===== config.mk =====
export PLATFORM = sky130hd
export DESIGN_NAME = secded_dec_engine_flat
export DESIGN_NICKNAME = d
export VERILOG_FILES = /design/src/rtl/secded_dec_engine_if.sv /design/src/rtl/secded_dec_engine.sv /design/src/flat_wrapper.sv
export SDC_FILE = /design/constraint.sdc
export NUM_CORES = 1
export LEC_CHECK = 0
export CELL_PAD_IN_SITES_DETAIL_PLACEMENT = 0
export CELL_PAD_IN_SITES_GLOBAL_PLACEMENT = 1
export CORE_MARGIN = 5
export CORE_UTILIZATION = 25
export CTS_CLUSTER_SIZE = 25
export DETAILED_ROUTE_END_ITERATION = 8
export PLACE_DENSITY_LB_ADDON = 0.1
export RECOVER_POWER = 50
export SYNTH_ARGS = -nofsm -noshare
export SYNTH_HDL_FRONTEND = slang
export SYNTH_SLANG_ARGS = --single-unit
export TNS_END_PERCENT = 100

===== constraint.sdc =====
create_clock -name clk -period 1.8 [get_ports clk]
set_input_delay 0.36 -clock clk [delete_from_list [all_inputs] [get_ports clk]]
set_output_delay 0.36 -clock clk [all_outputs]
set_load 0.02 [all_outputs]

===== src/rtl/secded_dec_engine_if.sv =====
// Start/done handshake plus the byte-wide data-memory port of the SECDED decode engine.
// master: the engine. slave: the environment (controller and data memory).
interface secded_dec_engine_if #(
  parameter int unsigned ADDR_W = 8
);
  logic              start;
  logic              done;
  logic              busy;
  logic [ADDR_W-1:0] mem_addr;
  logic              mem_rd_en;
  logic [7:0]        mem_rdata;
  logic              mem_wr_en;
  logic [7:0]        mem_wdata;

  modport master (
    input  start, mem_rdata,
    output done, busy, mem_addr, mem_rd_en, mem_wr_en, mem_wdata
  );

  modport slave (
    output start, mem_rdata,
    input  done, busy, mem_addr, mem_rd_en, mem_wr_en, mem_wdata
  );
endinterface


===== src/rtl/secded_dec_engine.sv =====
// SECDED (Hamming 16,11) decode engine. Reads NUM_WORDS encoded words from SRC_BASE,
// corrects single errors, flags double errors and writes one result word per input to
// DST_BASE. Result word: {flags[1:0], 3'b000, d[11:1]}.
// Optional feature macro SECDED_STATS_EN: adds saturating sgl_cnt/dbl_cnt outputs.
module secded_dec_engine #(
  parameter int unsigned ADDR_W    = 8,
  parameter int unsigned NUM_WORDS = 15,
  parameter int unsigned SRC_BASE  = 30,
  parameter int unsigned DST_BASE  = 0
) (
  input logic                 clk,
  input logic                 reset,
  secded_dec_engine_if.master bus
`ifdef SECDED_STATS_EN
  ,
  output logic [3:0]          sgl_cnt,
  output logic [3:0]          dbl_cnt
`endif
);

  localparam int unsigned IDX_W = (NUM_WORDS > 1) ? $clog2(NUM_WORDS) : 1;
  localparam logic [IDX_W-1:0] LastIdx = IDX_W'(NUM_WORDS - 1);

  typedef enum logic [2:0] {
    StIdle, StRdLo, StRdHi, StCap, StDec, StWrLo, StWrHi, StDone
  } state_e;

  state_e            state_q, state_d;
  logic [IDX_W-1:0]  idx_q;
  logic [15:0]       word_q, res_q, res_d;
  logic              done_q, busy_q;
  logic [ADDR_W-1:0] off, src_lo, dst_lo;
  logic [ADDR_W-1:0] addr;
  logic              rd_en, wr_en;
  logic [7:0]        wdata;

  logic              s8, s4, s2, s1, pa;
  logic [3:0]        syn;
  logic [1:0]        flags;
  logic [15:0]       wc;
  logic              unused_wc;

  // Word i sits 2i bytes from its base; sums wrap modulo 2^ADDR_W.
  assign off    = ADDR_W'(idx_q) << 1;
  assign src_lo = ADDR_W'(SRC_BASE) + off;
  assign dst_lo = ADDR_W'(DST_BASE) + off;

  assign s8  = ^word_q[15:8];
  assign s4  = ^{word_q[15:12], word_q[7:4]};
  assign s2  = ^{word_q[15], word_q[14], word_q[11], word_q[10],
                 word_q[7], word_q[6], word_q[3], word_q[2]};
  assign s1  = ^{word_q[15], word_q[13], word_q[11], word_q[9],
                 word_q[7], word_q[5], word_q[3], word_q[1]};
  assign pa  = ^word_q;
  assign syn = {s8, s4, s2, s1};

  // Decode: odd overall parity means a single error at bit position syn (0 = p0).
  always_comb begin
    wc    = word_q;
    flags = 2'b00;
    if (pa) begin
      flags = 2'b01;
      wc    = word_q ^ (16'h0001 << syn);
    end else if (syn != 4'd0) begin
      flags = 2'b10;
    end
    res_d = {flags, 3'b000, wc[15:9], wc[7:5], wc[3]};
  end

  // Parity positions of the corrected word carry no result data.
  assign unused_wc = ^{wc[8], wc[4], wc[2:0]};

  // State register.
  always_ff @(posedge clk or negedge reset) begin
    if (!reset) begin
      state_q <= StIdle;
    end else begin
      state_q <= state_d;
    end
  end

  // Next-state logic: six states per word, then one DONE cycle.
  always_comb begin
    state_d = state_q;
    case (state_q)
      StIdle:  if (bus.start) state_d = StRdLo;
      StRdLo:  state_d = StRdHi;
      StRdHi:  state_d = StCap;
      StCap:   state_d = StDec;
      StDec:   state_d = StWrLo;
      StWrLo:  state_d = StWrHi;
      StWrHi:  state_d = (idx_q == LastIdx) ? StDone : StRdLo;
      StDone:  state_d = StIdle;
      default: state_d = StIdle;
    endcase
  end

  // Memory strobes, address and write data decoded from the current state.
  always_comb begin
    rd_en = 1'b0;
    wr_en = 1'b0;
    addr  = '0;
    wdata = '0;
    case (state_q)
      StRdLo: begin
        rd_en = 1'b1;
        addr  = src_lo;
      end
      StRdHi: begin
        rd_en = 1'b1;
        addr  = src_lo + ADDR_W'(1);
      end
      StWrLo: begin
        wr_en = 1'b1;
        addr  = dst_lo;
        wdata = res_q[7:0];
      end
      StWrHi: begin
        wr_en = 1'b1;
        addr  = dst_lo + ADDR_W'(1);
        wdata = res_q[15:8];
      end
      default: ;
    endcase
  end

  assign bus.mem_rd_en = rd_en;
  assign bus.mem_wr_en = wr_en;
  assign bus.mem_addr  = addr;
  assign bus.mem_wdata = wdata;
  assign bus.done      = done_q;
  assign bus.busy      = busy_q;

  // Datapath: word index, captured code word, registered result and status flags.
  always_ff @(posedge clk or negedge reset) begin
    if (!reset) begin
      idx_q  <= '0;
      word_q <= '0;
      res_q  <= '0;
      done_q <= 1'b0;
      busy_q <= 1'b0;
    end else begin
      case (state_q)
        StIdle: begin
          if (bus.start) begin
            idx_q  <= '0;
            done_q <= 1'b0;
            busy_q <= 1'b1;
          end
        end
        StRdHi:  word_q[7:0]  <= bus.mem_rdata;
        StCap:   word_q[15:8] <= bus.mem_rdata;
        StDec:   res_q        <= res_d;
        StWrHi:  if (idx_q != LastIdx) idx_q <= idx_q + IDX_W'(1);
        StDone: begin
          done_q <= 1'b1;
          busy_q <= 1'b0;
        end
        default: ;
      endcase
    end
  end

`ifdef SECDED_STATS_EN
  // Per-run error statistics, cleared on an accepted start, saturating at 15.
  always_ff @(posedge clk or negedge reset) begin
    if (!reset) begin
      sgl_cnt <= '0;
      dbl_cnt <= '0;
    end else if (state_q == StIdle && bus.start) begin
      sgl_cnt <= '0;
      dbl_cnt <= '0;
    end else if (state_q == StDec) begin
      if (flags == 2'b01 && sgl_cnt != 4'hF) sgl_cnt <= sgl_cnt + 4'd1;
      if (flags[1] && dbl_cnt != 4'hF) dbl_cnt <= dbl_cnt + 4'd1;
    end
  end
`endif

endmodule

===== src/flat_wrapper.sv =====
// flat-port wrapper written by rule: the top's interface ports become plain ports
module secded_dec_engine_flat 
#(
  parameter int unsigned ADDR_W    = 8,
  parameter int unsigned NUM_WORDS = 15,
  parameter int unsigned SRC_BASE  = 30,
  parameter int unsigned DST_BASE  = 0
)
  (clk, reset, bus_start, bus_mem_rdata, bus_done, bus_busy, bus_mem_addr, bus_mem_rd_en, bus_mem_wr_en, bus_mem_wdata);
  secded_dec_engine_if #(.ADDR_W(ADDR_W)) bus_i ();
  input logic clk;
  input logic reset;
  input wire logic [$bits(bus_i.start)-1:0] bus_start;
  input wire logic [$bits(bus_i.mem_rdata)-1:0] bus_mem_rdata;
  output wire logic [$bits(bus_i.done)-1:0] bus_done;
  output wire logic [$bits(bus_i.busy)-1:0] bus_busy;
  output wire logic [$bits(bus_i.mem_addr)-1:0] bus_mem_addr;
  output wire logic [$bits(bus_i.mem_rd_en)-1:0] bus_mem_rd_en;
  output wire logic [$bits(bus_i.mem_wr_en)-1:0] bus_mem_wr_en;
  output wire logic [$bits(bus_i.mem_wdata)-1:0] bus_mem_wdata;
  assign bus_i.start = bus_start;
  assign bus_i.mem_rdata = bus_mem_rdata;
  assign bus_done = bus_i.done;
  assign bus_busy = bus_i.busy;
  assign bus_mem_addr = bus_i.mem_addr;
  assign bus_mem_rd_en = bus_i.mem_rd_en;
  assign bus_mem_wr_en = bus_i.mem_wr_en;
  assign bus_mem_wdata = bus_i.mem_wdata;
  secded_dec_engine #(.ADDR_W(ADDR_W), .NUM_WORDS(NUM_WORDS), .SRC_BASE(SRC_BASE), .DST_BASE(DST_BASE)) u_core (.clk(clk), .reset(reset), .bus(bus_i));
endmodule

==> flow_metrics.tcl <==
set metrics [dict create \
    finalWirelength_um 6694 \
    final_cell_mix "64 x buf_4, 28 x dfrtp_1, 20 x nor2_1, 18 x xor2_1, 17 x buf_6" \
    crit_top_cell "buf_4" \
    die_h_um 105.7 \
    tightest_slew_ns 0.9763 \
    synth-simple-area-share_pct 16.61 \
    core_area_sq_um 9065 \
    status "complete, but fails checks" \
    hold_violations 0 \
    cpPeakStageDelay_ns 0.49 \
    row_count 35 \
    place_area_sq_um 3059 \
    synth-compound-area-share_pct 10.27 \
    dr.pass1.iters 4 \
    slew_violations 0 \
    synth_area_sq_um 2290 \
    track_usage_pct 12.21 \
    dr.first_iter.drc_count 35 \
    pre_cts_ws_ns -0.2754 \
    avgSynthCellArea_sq_um 9.702 \
    drive_gt1_share_pct 56.33 \
    grt_max_degree 39 \
    synth_warnings 0 \
    rrSetupSlack_ns -0.18 \
    synth_top_family_by_area "XOR/XNOR gates" \
    path_clk_slew_ns 0.08 \
    fin_crit_ns 1.984 \
    vias 2037 \
    dp_hpwl_um 4600 \
    fin_crit_sh_pct 110.2 \
    cts_htree_levels 2 \
    setup_ws_ns -0.1839 \
    initial_utilization_pct 25.26 \
    max-cap-violations 0 \
    numPortBuffers 28 \
    wire_per_inst_um 15.11 \
    whs_ns 0.2904 \
    fin_nets 345 \
    post_synth_num_cell_types 31 \
    synth-adder-area-share_pct 1.639 \
    setup_violations 17 \
    crit_arrival_ns 2.17 \
    design_area_sq_um 3993 \
    crit_path_max_fanout 4 \
    antenna_cells 0 \
    critPathCaptureType "flip-flop" \
    relSlewSlack_pct 34.92 \
    cts_tree "yes" \
    drc 0 \
    fin_tns_setup_ns -1.359 \
    crit_path_top_delay_cell "dfrtp_2" \
    cts_num_sinks 38 \
    ant_nets 0 \
    numCtsBuffers 5 \
    die-area_sq_um 11170 \
    place_congestion 0.7810 \
    layout_commonest_cell "buf_4" \
    routed_via_density 4.598 \
    root_buffer "clkbuf_8" \
    worstPathCellList "xor2_4 > buf_4 > xnor2_4 > buf_4 > nor4_4 > o22ai_2 > xor2_1 > a21oi_1" \
    io_pins 31 \
    first_global_vias 2076 \
    violations "negative setup slack" \
    postSynthCellCount 236 \
    cp-start-kind "flip-flop" \
    ys_seq_elements 38 \
    required_ns 1.98 \
    grt_remaining_overflow 0 \
    hp-class "in -> async" \
    area_delta_synth_final_pct 74.37 \
    clockBufferDepth 2 \
    clk_latency_ns 0.30 \
    antenna_found_initial 0 \
    rsz0062_at_grt "true" \
    chipWidth_um 105.7 \
    max_freq_mhz 504.1 \
    finClkSkew_ns 0.009397 \
    critPathKind "reg -> reg" \
    cts_hold_buf 0 \
    ys_seq_area_share_pct 41.53 \
    synth-xor-area-share_pct 18.31 \
    grt_pass1_wl_um 11030 \
    synth_mux_area_share_pct 8.306 \
]
-- path summary, 6_finish.rpt --
path                                                 end  cells after the start                    startpoint
max                          u_core.res_q[4]$_DFFE_PN0P_                      8  u_core.word_q[3]$_DFFE_PN0P_
min                          u_core.idx_q[1]$_DFFE_PN0P_                      2                         reset
max reg2reg                  u_core.res_q[4]$_DFFE_PN0P_                      8  u_core.word_q[3]$_DFFE_PN0P_
min reg2reg                  u_core.bus.busy$_DFFE_PN0P_                      2   u_core.bus.busy$_DFFE_PN0P_
max in group asynchronous  u_core.word_q[13]$_DFFE_PN0P_                      2                         reset
min in group clk             u_core.bus.busy$_DFFE_PN0P_                      2   u_core.bus.busy$_DFFE_PN0P_
-- flip-flops by register name, summed over array words and instances, names as in the netlist --
register	flops
u_core.bus.busy	1
u_core.bus.done	1
u_core.idx_q	4
u_core.res_q	13
u_core.state_q	3
u_core.word_q	16
-- cell type report --
cell class / count / area [sq um]
repair buffers: 101 / 887.1
clock inverters: 1 / 5.005
clock buffers: 7 / 86.33
flip-flops and latches: 38 / 963.4
inverters: 3 / 11.26
multi-input cells: 182 / 1901
well taps: 111 / 138.9
fillers: 861 / 5072
-- layer usage --
| metal | global-route usage (%) | share of wire, % |
|---|---|---|
| met3 | 2.694 | 3.0 |
| met1 | 16.94 | 48 |
| met4 | 3.515 | 1.5 |
| met5 | 0 | 0 |
| met2 | 19.03 | 47 |
-- metrics by stage --
step	instances	utilization, %
final	443	44.04
after global routing	443	44.04
after CTS	433	40.21
after detailed placement	413	33.75
after global placement	413	33.75
after floorplan	237	-
-- Yosys cell counts --
cell	number	share of area [%]
mux2i_1	1	0.44
buf_1	1	0.16
or2_2	1	0.27
mux2_2	16	7.9
buf_2	1	0.22
o21ai_0	4	0.87
a22oi_1	5	1.6
nand4_1	1	0.27
a211oi_1	1	0.33
o22ai_1	12	3.3
a21o_1	1	0.33
nor3_1	11	2.4
inv_1	3	0.49
nand3_1	2	0.44
nor4_2	4	2.2
and2_1	1	0.27
xor2_2	1	0.71
clkbuf_1	10	1.6
nor4_1	5	1.4
xnor2_1	19	7.3
nor2_1	26	4.3
buf_4	2	0.66
nor2b_1	10	2.7
dfrtp_1	38	42
o31ai_1	1	0.33
and3_1	4	1.1
a21oi_1	16	3.5
ha_1	3	1.6
conb_1	1	0.16
nand2_1	8	1.3
xor2_1	27	10
-- critical path: cells and delay by family, from the launching register on --
| kind | cells | cell delay, ns |
|---|---|---|
| XOR/XNOR | 3 | 0.59 |
| flip-flops | 1 | 0.49 |
| buffers and inverters | 2 | 0.33 |
| AO/OA/AOI/OAI | 2 | 0.24 |
| AND/OR/NAND/NOR | 1 | 0.23 |
-- cell families (layout without fill, tap and decap cells) --
group	count (synthesis)	after routing
AO/OA/AOI/OAI	40	40
AND/OR/NAND/NOR	73	73
flip-flops	38	38
adder cells (fa/ha/maj)	3	3
XOR/XNOR	47	47
buffers and inverters	17	112
multiplexers	17	17
other	1	2
-- what timing repair did --
action / CTS / global route
cloned: 0 / 1
pin swaps: 17 / 38
resized for setup: 140 / 58
endpoints found under the setup margin: 29 / 28
buffers inserted: 13 / 13
Power is not shown: default switching activity piles up to over one toggle a cycle in this logic, so the estimate is an artifact.
